`src/rtl/rx_fifo.sv`:
```
// rx_fifo: byte receive buffer between the serial receiver and the ACIA
// register logic. First-word-fall-through head, fill level, threshold flag
// and a sticky overrun flag. All outputs decode from registered state only.
module rx_fifo #(
   parameter int DEPTH  = 16,
   parameter int THRESH = 8,
   parameter int AW     = $clog2(DEPTH)
) (
   input  logic          clk,
   input  logic          rst,
   input  logic          flush,
   input  logic          wr_stb,
   input  logic [7:0]    wr_dat,
   input  logic          wr_err,
   input  logic          rd_stb,
   output logic [7:0]    rd_dat,
   output logic          rd_err,
   output logic          empty,
   output logic          full,
   output logic [AW:0]   level,
   output logic          thresh_hit,
   output logic          ovr,
   input  logic          ovr_clr
);

   localparam logic [AW:0] LP_ONE    = (AW+1)'(1);
   localparam logic [AW:0] LP_DEPTH  = (AW+1)'(DEPTH);
   localparam logic [AW:0] LP_THRESH = (AW+1)'(THRESH);

   // Entry layout is {err, dat}; contents survive reset and are masked by empty.
   logic [8:0]  r_mem [DEPTH];
   logic [AW:0] r_wr_ptr;
   logic [AW:0] r_rd_ptr;
   logic        r_ovr;

   logic [AW:0] w_level;
   logic        w_empty;
   logic        w_full;
   logic        w_clear;
   logic        w_do_wr;
   logic        w_do_rd;
   logic        w_drop;
   logic [8:0]  w_head;

   // Pointers carry one extra bit so full and empty are distinguishable.
   assign w_level = r_wr_ptr - r_rd_ptr;
   assign w_empty = (w_level == '0);
   assign w_full  = (w_level == LP_DEPTH);
   assign w_clear = rst | flush;

   // A write into a full buffer still lands when a pop frees the head slot
   // in the same cycle; the slot being overwritten is the one being popped.
   assign w_do_wr = wr_stb & (~w_full | rd_stb);
   assign w_do_rd = rd_stb & ~w_empty;
   assign w_drop  = wr_stb & w_full & ~rd_stb;

   assign w_head = r_mem[r_rd_ptr[AW-1:0]];

   // Store the incoming entry; strobes coinciding with a clear are discarded.
   always_ff @(posedge clk) begin
      if (!w_clear && w_do_wr)
         r_mem[r_wr_ptr[AW-1:0]] <= {wr_err, wr_dat};
   end

   // Advance pointers on accepted writes and pops.
   always_ff @(posedge clk) begin
      if (w_clear) begin
         r_wr_ptr <= '0;
         r_rd_ptr <= '0;
      end else begin
         if (w_do_wr) r_wr_ptr <= r_wr_ptr + LP_ONE;
         if (w_do_rd) r_rd_ptr <= r_rd_ptr + LP_ONE;
      end
   end

   // Sticky overrun: a dropped write outranks a clear request in the same cycle.
   always_ff @(posedge clk) begin
      if (w_clear)      r_ovr <= 1'b0;
      else if (w_drop)  r_ovr <= 1'b1;
      else if (ovr_clr) r_ovr <= 1'b0;
   end

   // Flag and head decode from registered state.
   always_comb begin
      rd_dat     = w_empty ? 8'h00 : w_head[7:0];
      rd_err     = w_empty ? 1'b0  : w_head[8];
      empty      = w_empty;
      full       = w_full;
      level      = w_level;
      thresh_hit = (w_level >= LP_THRESH);
      ovr        = r_ovr;
   end

endmodule
```
`config.mk`:
```
export PLATFORM = sky130hd
export DESIGN_NAME = rx_fifo
export DESIGN_NICKNAME = d
export VERILOG_FILES = /design/src/rtl/rx_fifo.sv
export SDC_FILE = /design/constraint.sdc
export NUM_CORES = 1
export LEC_CHECK = 0
export ABC_AREA = 1
export CAP_MARGIN = 20
export CORE_MARGIN = 5
export CORE_UTILIZATION = 50
export DETAILED_ROUTE_END_ITERATION = 6
export PLACE_DENSITY_LB_ADDON = 0.25
export SLEW_MARGIN = 5
export SYNTH_ARGS = -nofsm -noshare
export SYNTH_HDL_FRONTEND = slang
export SYNTH_SLANG_ARGS = --single-unit
```
`constraint.sdc`:
```
create_clock -name clk -period 5.5 [get_ports clk]
set_clock_uncertainty 0.1 [all_clocks]
set_input_delay 0.55 -clock clk [delete_from_list [all_inputs] [get_ports clk]]
set_output_delay 0.55 -clock clk [all_outputs]
set_load 0.02 [all_outputs]
```
==> results_tabular.tex <==
\begin{tabular}{lr}
\hline
Metric & Value \\
\hline
\multicolumn{2}{l}{\textbf{Drt}} \\
\quad Total length of routed wires & 14560 µm \\
\quad First-pass detailed-route iteration total & 5 \\
\quad Iteration-0 DRC count of the detailed router & 442 \\
\quad Post-route DRC violation count & 0 \\
\quad Overall via count from detail\_route & 4483 \\
\quad Routed Antenna Nets & 0 \\
\quad Vias per inst & 5.555 \\
\quad Average routed wire per standard cell & 18.05 µm \\
\multicolumn{2}{l}{\textbf{Pwr}} \\
\quad Total power per unit cell area & 385.4 mW/mm² \\
\quad VDD IR-drop max & 237.9 µV \\
\quad Final total power & 3.053 mW \\
\quad Static Leakage & 2.819 nW \\
\multicolumn{2}{l}{\textbf{Clock network}} \\
\quad TritonCTS Buffers & 17 \\
\quad Clock root buffer & clkbuf\_16 \\
\quad Level count of the clock H-tree & 4 \\
\quad CTS Buffer Depth & 2 \\
\quad CTS tree & built \\
\quad Gates resized, CTS repair & 0 \\
\quad Count of hold-fix buffers inserted at cts & 0 \\
\quad Setup Buffers After CTS & 0 \\
\quad Number of clock sinks seen by CTS & 159 \\
\quad Clock-pin slew on the worst setup and hold paths & 0.06 ns \\
\quad Latest clock arrival within the worst-skew pair & 0.42 ns \\
\multicolumn{2}{l}{\textbf{Logic synthesis}} \\
\quad Avg Cell Area, Syn & 11.52 µm² \\
\quad Flop and latch count out of synthesis & 159 \\
\quad Portion of the post-synthesis area used by sequential elements & 68.87\% \\
\quad Synthesized netlist net count & 608 \\
\quad Adder-cell share of the synthesized area & 1.975\% \\
\quad Warnings, synthesis & 0 \\
\quad Share of synthesized cell area in and, or, nand and nor gates & 18.46\% \\
\quad Proportion of synthesized area in mux cells & 0\% \\
\quad Xor-xnor portion of the synthesized cell area & 1.174\% \\
\quad Post-synth EDFFs & 144 \\
\quad Most frequently used flop master after synthesis & edfxtp\_1 \\
\quad Dominant combinational cell family by area after synthesis & simple AND/OR/NAND/NOR gates \\
\quad Compound-cell area share of the yosys netlist & 6.372\% \\
\quad Synthesized area & 0.006715 mm² \\
\quad Share of synthesized flip-flops with an asynchronous set or reset & 0\% \\
\quad Distinct cell type count of the synthesized netlist & 32 \\
\quad Cells after synthesis & 583 \\
\multicolumn{2}{l}{\textbf{Layout}} \\
\quad Fraction of final layout cells sized beyond drive strength 1 & 9.350\% \\
\quad Area occupied by multi-input gates & 0.001879 mm² \\
\quad Fill cell total of the finished layout & 1063 \\
\quad Synthesis-to-layout area growth & 17.96\% \\
\quad Top library cells by usage in the layout, fill and taps aside & nand2\_1, edfxtp\_1, nand3\_1, a21oi\_1 \\
\quad Most common library cell in the layout ignoring fill and taps & nand2\_1 \\
\quad NumNets Final & 643 \\
\quad Seq. cell area & 0.004626 mm² \\
\quad Ant. Diodes & 0 \\
\multicolumn{2}{l}{\textbf{Status}} \\
\quad Outcome & completed \\
\multicolumn{2}{l}{\textbf{Timing}} \\
\quad Final hold slack & 0.3681 ns \\
\quad Total setup violations reported at the end of the flow & 0 \\
\quad Max-slew violation total from the final report & 0 \\
\quad Worst-Margin Slew & 1.038 ns \\
\quad Final total negative setup slack & 0 ns \\
\quad Maximum achievable frequency & 258.2 MHz \\
\quad Final min period & 3.872 ns \\
\quad Hold violation total from the final report & 0 \\
\quad Relative slew margins & 30.52\% \\
\quad RSZ-0062 raised after global routing & no \\
\quad Portion of the clock cycle consumed by the worst path in the final layout & 70.41\% \\
\multicolumn{2}{l}{\textbf{Floorplanning}} \\
\quad Number of top-level pins & 33 \\
\quad Core outline area & 0.01319 mm² \\
\quad Row cnt & 42 \\
\quad Die area & 0.01585 mm² \\
\quad Starting utilization of the core area & 50.91\% \\
\quad Die W & 125.9 µm \\
\quad Die height & 125.9 µm \\
\multicolumn{2}{l}{\textbf{Worst setup path}} \\
\quad Slowest CP cell & clkdlybuf4s50\_1 \\
\quad Critical Path, Cell by Cell & inv\_1, ha\_1, inv\_1, fa\_1, or2\_0, nor2\_2, nand2\_2, nor2\_8, inv\_4, nand2\_1, a31oi\_1, clkdlybuf4s50\_1 \\
\quad Type of element launching the critical path & flip-flop \\
\quad Type of destination of the critical path & output pin \\
\quad Maximum cell stage delay along the critical path & 0.60 ns \\
\quad Start-to-end type of the worst setup path & flip-flop to output pin \\
\quad Required time at the endpoint of the critical path & 4.85 ns \\
\quad Maximum fanout count along the critical path & 9 \\
\quad Cell seen most often among critical-path stages & inv\_1 \\
\quad Arrival time worst endpoint & 3.22 ns \\
\multicolumn{2}{l}{\textbf{Hold path}} \\
\quad Worst hold-check path type & flip-flop to flip-flop \\
\multicolumn{2}{l}{\textbf{GRT}} \\
\quad Number of global-route vias before repair & 4564 \\
\quad Overflow after GRT & 0 \\
\quad First-pass GRT wire length & 23350 µm \\
\quad Largest net degree at the start of global routing & 73 \\
\quad GRT Total Usage & 19.10\% \\
\quad Number of antenna violations at the first check in global routing & 0 \\
\multicolumn{2}{l}{\textbf{Placed design}} \\
\quad Placer's final routability congestion estimate & 0.7935 \\
\quad HPWL after detailed placement & 9125 µm \\
\quad Port Buffers & 32 \\
\multicolumn{2}{l}{\textbf{Job}} \\
\quad Max-cap viol count & 0 \\
\hline
\end{tabular}
[stage by stage]
step,setup WS [ns],cell area [µm²],std cells,util (%)
after global placement,2.160,7209,774,54.66
final,1.628,7921,807,60.06
after global routing,1.420,7921,807,60.06
after CTS,1.606,7901,806,59.90
after detailed placement,2.082,7209,774,54.66
after floorplan,2.436,6715,583,-
[cell usage after synthesis (4+ instances only)]
| master | count | area [µm²] |
|---|---|---|
| dfxtp_1 | 15 | 300.3 |
| nor2_1 | 32 | 120.1 |
| ha_1 | 9 | 112.6 |
| a31oi_1 | 8 | 50.05 |
| nand2_4 | 4 | 45.04 |
| o21ai_0 | 9 | 45.04 |
| nand3_1 | 75 | 375.4 |
| edfxtp_1 | 144 | 4324 |
| xnor2_1 | 4 | 35.03 |
| clkbuf_1 | 11 | 41.29 |
| nand2_1 | 153 | 574.3 |
| a21oi_1 | 42 | 210.2 |
| inv_1 | 17 | 63.81 |
| nor3_1 | 5 | 25.02 |
| xor2_1 | 5 | 43.79 |
| buf_2 | 14 | 70.07 |
| a22oi_1 | 12 | 90.09 |
[state kept, by name, indices dropped and copies added, names as in the netlist, named ones only]
register  cells
r_mem       144
ovr           1
r_rd_ptr      5
r_wr_ptr      5
[layout make-up]
class / instances / share of cell area, %
inverters: 23 / 1.121
well taps: 176 / 2.780
clock buffers: 17 / 5.370
multi-input cells: 374 / 23.72
clock inverters: 15 / 3.364
repair buffers: 43 / 5.244
flip-flops and latches: 159 / 58.40
[logic make-up after synthesis]
kind of cell | after synthesis
AOI/OAI and AO/OA | 75
xor gates and xnor gates | 9
adders and majority gates | 10
buffers and inverters | 50
DFF | 159
and+or+nand+nor | 280
[where the power goes]
group,internal [mW],switching [mW],total [mW]
sequential,1.32,0.00813,1.33
combinational,0.135,0.230,0.364
clock,0.895,0.462,1.36
[final timing paths]
path,slack [ns],startpoint,end,depth (start not counted)
worst min-delay path,0.37,ovr,ovr,2
worst max-delay path,1.63,r_wr_ptr[0],rd_dat[4],12
worst min register to register,0.37,ovr,ovr,2
worst max register to register,2.30,r_wr_ptr[0],r_mem[4][8],13
[per-layer routing]
metal | part of all wire (%) | GRT usage (%) | up-vias
met5 | 0 | 0 | -
met4 | 2.2 | 7.886 | 0
met3 | 6.1 | 5.038 | 27
met2 | 50 | 32.11 | 164
met1 | 42 | 23.50 | 2160
li1 | - | - | 2132
[worst max-delay path: cells and delay by family, from the launching register on]
family,cells,cell delay [ns]
buffers and inverters,4,0.88
and+or+nand+nor,5,0.80
adders and majority gates,2,0.64
DFF,1,0.42
AOI/OAI and AO/OA,1,0.07
(Power assumes the default switching activity.)
